$ cat config.mk
export PLATFORM = sky130hd
export DESIGN_NAME = bisqrt_jk_mc
export DESIGN_NICKNAME = d
export VERILOG_FILES = /design/src/rtl/bisqrt_jk_mc.sv
export SDC_FILE = /design/constraint.sdc
export NUM_CORES = 1
export LEC_CHECK = 0
export CORE_AREA = 2 2 80 121
export DETAILED_ROUTE_END_ITERATION = 8
export DIE_AREA = 0 0 82 123
export HOLD_SLACK_MARGIN = 0.03
export PLACE_DENSITY = 0.54
export SYNTH_ARGS = -nofsm -noshare
export SYNTH_HDL_FRONTEND = slang
export SYNTH_SLANG_ARGS = --single-unit
$ cat constraint.sdc
create_clock -name clk -period 3.15 [get_ports clk]
set_input_delay 0.63 -clock clk [delete_from_list [all_inputs] [get_ports clk]]
set_output_delay 0.63 -clock clk [all_outputs]
set_load 0.01 [all_outputs]
$ cat src/rtl/bisqrt_jk_mc.sv
// Multi-channel JK-flipflop unary square root with an optional saturating
// bipolar-to-unipolar front end and a shared windowed ones-counter per channel.
module bisqrt_jk_mc #(
    parameter int CH  = 4,
    parameter int DEP = 3,
    parameter int CW  = 4
) (
    input  logic                   clk,
    input  logic                   rst_n,
    input  logic                   en,
    input  logic                   clr,
    input  logic                   mode,
    input  logic [CH-1:0]          in,
    output logic [CH-1:0]          out,
    output logic [CH*(CW+1)-1:0]   cnt,
    output logic                   cnt_vld
);

    localparam logic signed [DEP:0] ACC_MIN = {2'b11, {(DEP-1){1'b0}}};
    localparam logic signed [DEP:0] P_ONE   = {{DEP{1'b0}}, 1'b1};
    localparam logic signed [DEP:0] M_ONE   = '1;

    logic [CH-1:0]          r_trace;
    logic signed [DEP-1:0]  r_acc [CH];
    logic [CW:0]            r_ones [CH];
    logic [CW-1:0]          r_wcnt;
    logic [CH*(CW+1)-1:0]   r_cnt;
    logic                   r_cnt_vld;
    logic                   r_mode_q;

    logic [CH-1:0]          w_u;
    logic [CH-1:0]          w_out;
    logic signed [DEP:0]    w_sum [CH];
    logic signed [DEP:0]    w_dec [CH];
    logic signed [DEP-1:0]  w_acc_nxt [CH];
    logic                   w_clr_all;
    logic                   w_wrap;

    // A mode change behaves exactly like clr on that edge.
    assign w_clr_all = clr | (mode != r_mode_q);
    assign w_wrap    = en & (r_wcnt == '1);

    always_comb begin
        for (int i = 0; i < CH; i++) begin
            w_u[i]       = 1'b0;
            w_acc_nxt[i] = '0;
            w_sum[i]     = {r_acc[i][DEP-1], r_acc[i]} + (in[i] ? P_ONE : M_ONE);
            w_dec[i]     = w_sum[i] - P_ONE;
            if (mode) begin
                // Positive sum emits a one and pays it back; otherwise floor-saturate.
                if (!w_sum[i][DEP] && (|w_sum[i])) begin
                    w_u[i]       = 1'b1;
                    w_acc_nxt[i] = w_dec[i][DEP-1:0];
                end else if (w_sum[i] < ACC_MIN) begin
                    w_acc_nxt[i] = ACC_MIN[DEP-1:0];
                end else begin
                    w_acc_nxt[i] = w_sum[i][DEP-1:0];
                end
            end else begin
                w_u[i] = in[i];
            end
            w_out[i] = r_trace[i] | w_u[i];
        end
    end

    always_ff @(posedge clk or negedge rst_n) begin
        if (!rst_n) begin
            r_trace   <= '0;
            r_wcnt    <= '0;
            r_cnt     <= '0;
            r_cnt_vld <= 1'b0;
            r_mode_q  <= 1'b0;
            for (int i = 0; i < CH; i++) begin
                r_acc[i]  <= '0;
                r_ones[i] <= '0;
            end
        end else begin
            r_mode_q <= mode;
            if (w_clr_all) begin
                r_trace   <= '0;
                r_wcnt    <= '0;
                r_cnt_vld <= 1'b0;
                for (int i = 0; i < CH; i++) begin
                    r_acc[i]  <= '0;
                    r_ones[i] <= '0;
                end
            end else if (en) begin
                // JK with K=1: a set trace always toggles back to zero.
                r_trace   <= ~r_trace & w_u;
                r_wcnt    <= r_wcnt + CW'(1);
                r_cnt_vld <= w_wrap;
                for (int i = 0; i < CH; i++) begin
                    r_acc[i] <= w_acc_nxt[i];
                    if (w_wrap) begin
                        r_cnt[i*(CW+1) +: CW+1] <= r_ones[i] + (CW+1)'(w_out[i]);
                        r_ones[i]               <= '0;
                    end else begin
                        r_ones[i] <= r_ones[i] + (CW+1)'(w_out[i]);
                    end
                end
            end else begin
                r_cnt_vld <= 1'b0;
            end
        end
    end

    assign out     = w_out;
    assign cnt     = r_cnt;
    assign cnt_vld = r_cnt_vld;

endmodule
==> impl_metrics.py <==
metrics = {
    "logic_synthesis": {
        "syn-cell-area_um2": 3540,
        "syn_nets": 373,
        "synth_edf_count": 0,
        "synth-seq-cells": 62,
        "yosysTopAreaCell": "dfrtp_1",
        "synthDistinctLibCells": 45,
        "synthArstFlopShare": 1.00,
        "syn_avg_cell_area_um2": 10.6,
        "yosysSeqAreaShare": 0.438,
        "ys_warn_count": 0,
        "synth_top_area_share": 0.438,
        "syn_inst": 335,
        "synth.area.top_cells": "dfrtp_1, ha_1, xor2_1",
        "synthFlopType": "dfrtp_1",
    },
    "timing": {
        "whs_ns": 0.260,
        "max_slew_margin": 0.667,
        "max_freq_mhz": 339,
        "rsz0062_at_grt": "false",
        "hold_viol_final": 0,
        "finalCritPeriodShare": 0.936,
        "slew_viol_final": 0,
        "tightest_slew_ns": 0.499,
        "setup_viol": 0,
        "skew_ns": 0.00538,
        "period_needed_ns": 2.95,
    },
    "clock_tree": {
        "cts_tree": "done",
        "cts.sinks": 62,
        "clk_pin_slew_ns": 0.05,
        "cts.path.max_buffers": 2,
        "clock_latency_ns": 0.33,
        "clockRootBuffer": "clkbuf_16",
        "numCtsBuffers": 9,
        "htree_levels": 3,
    },
    "critical_path": {
        "arrival_ns": 2.32,
        "end_kind": "output port",
        "path_class": "reg -> out",
        "start_kind": "flop",
        "cp_max_fo": 7,
        "cp_data_required_time_ns": 2.52,
    },
    "cells_and_area": {
        "layout.cells.non_filler": 534,
        "drive_gt1_frac": 0.254,
        "num-nets-final": 455,
        "final_common_cell": "dfrtp_1",
        "diodes": 0,
        "utilization": 0.526,
        "mostFrequentLayoutCells": "dfrtp_1, buf_4, nor2_1",
        "area_delta_synth_final_pct": 34.3,
    },
    "grt": {
        "grt_pass1_vias": 2962,
        "grt_util_met2": 0.327,
        "grt_overflow": 0,
        "use_met1": 0.209,
        "grt-busiest-layer": "met2",
        "antenna_found_initial": 0,
        "use_met3": 0.0292,
        "grt_usage": 0.183,
        "grt_pass1_wl_um": 13900,
        "grt_max_degree": 31,
    },
    "routing": {
        "wire_per_inst_um": 15.6,
        "dr.pass1.iters": 4,
        "drc_errors": 0,
        "vias": 2802,
        "via_per_inst": 5.25,
        "totalWireLength_um": 8350,
        "ant_nets": 0,
        "drtIter0Drc": 98,
    },
    "place": {
        "port_buffers": 33,
        "gp_congestion": 0.836,
        "dp.cells": 506,
        "hpwl_um": 5780,
    },
    "power": {
        "irDropWorstVdd_v": 0.000279,
        "report.power.total_mw": 2.17,
        "p_leak_nw": 2.18,
        "power.density_nw_per_um2": 456,
    },
    "die": {
        "fp.dieW_um": 82,
        "initial_core_util": 0.392,
        "core.rowCount": 43,
        "dieArea_um2": 10100,
        "core_um2": 9040,
        "io_pins": 34,
        "die_height_um": 123,
    },
    "flow_run": {
        "max-cap-violations": 0,
    },
    "hold_path": {
        "worstHoldPathType": "in -> async",
    },
    "outcome": {
        "status": "finished, final reports clean",
    },
}
## flip-flops by register name (all words and copies together) (netlist names)
name / count
r_mode_q: 1
cnt_vld: 1
r_acc: 12
cnt: 20
r_ones: 20
r_trace: 4
r_wcnt: 4
## Yosys cell counts (2+ instances only)
cell	number
a211o_1	2
a211oi_1	3
a21oi_1	20
a22o_1	8
a22o_2	4
a311o_1	4
a31oi_1	15
a32oi_1	2
a41oi_1	3
and3b_1	3
buf_2	5
buf_4	2
buf_6	3
clkbuf_1	3
dfrtp_1	62
fa_1	4
ha_1	25
inv_1	13
mux2_2	9
mux2i_1	9
nand2_1	19
nand2b_1	7
nand3_1	13
nand3b_1	7
nand4_1	3
nor2_1	35
nor2b_1	2
nor4_1	2
o211ai_1	4
o21ai_0	5
o2bb2ai_1	4
o31a_1	2
o31ai_1	2
xnor2_1	5
xor2_1	16
## where the power goes
part | internal, mW | switching [mW]
logic | 0.131 | 0.144
registers | 0.808 | 0.0113
clock network | 0.712 | 0.361
## worst paths after layout
kind / endpoint / cells after the start / startpoint / slack, ns
worst max-delay path: out[3] / 6 / r_acc[0] / 0.20
worst min-delay path: r_ones[7] / 1 / rst_n / 0.26
worst max register to register: r_ones[19] / 11 / r_acc[9] / 0.39
worst min register to register: r_ones[14] / 2 / r_ones[14] / 0.50
max in group asynchronous: r_ones[4] / 2 / rst_n / 2.15
min in group clk: r_ones[14] / 2 / r_ones[14] / 0.50
## cell families (layout without fill, tap and decap cells)
| group | Yosys count | count (layout) | synth area share |
|---|---|---|---|
| DFF | 62 | 62 | 0.438 |
| adders and majority gates | 29 | 29 | 0.111 |
| buffers and inverters | 27 | 114 | 0.0389 |
| and+or+nand+nor | 98 | 98 | 0.143 |
| AOI/OAI and AO/OA | 79 | 79 | 0.158 |
| muxes | 18 | 18 | 0.0541 |
| xor gates and xnor gates | 22 | 22 | 0.0566 |
## timing repair
| action | 4_1_cts | 5_1_grt |
|---|---|---|
| pin swaps | 7 | 1 |
| hold buffers | 0 | 0 |
| gates resized for setup | 23 | 6 |
| setup endpoints to repair | 4 | 6 |
| hold endpoints to repair | 0 | 0 |
| setup buffers | 11 | 1 |
## layer usage
layer | vias up | share of wire | wire (µm)
met4 | 0 | 0.022 | 180
li1 | 1375 | - | -
met3 | 11 | 0.023 | 194
met5 | - | 0 | 0
met1 | 1383 | 0.43 | 3610
met2 | 33 | 0.52 | 4370
## final cells by class
class                      instances  area, µm²
fill                             825       4290
multi-input combinational        246       1970
sequential                        62       1550
timing repair buffer              85        724
clock buffer                      12        246
tap                              112        140
clock inverter                     4       70.1
inverter                          13       48.8
## through the flow
| step | TNS, ns | cell area (µm²) | setup slack (ns) |
|---|---|---|---|
| floorplan | 0 | 3540 | 0.299 |
| global placement | -3.40 | 4240 | -0.290 |
| detailed placement | -4.88 | 4240 | -0.330 |
| CTS | 0 | 4720 | 0.00109 |
| global route | 0 | 4750 | 0.117 |
| finish | 0 | 4750 | 0.201 |
## worst max-delay path: stages, from the launching register on
cell and delay (ns):
dfrtp_1 0.47, inv_1 0.13, fa_1 0.42, xor2_1 0.19, nand2_1 0.10, a311o_1 0.38, dlygate4sd2_1 0.29
No activity file was read; power rests on OpenSTA's default activity.
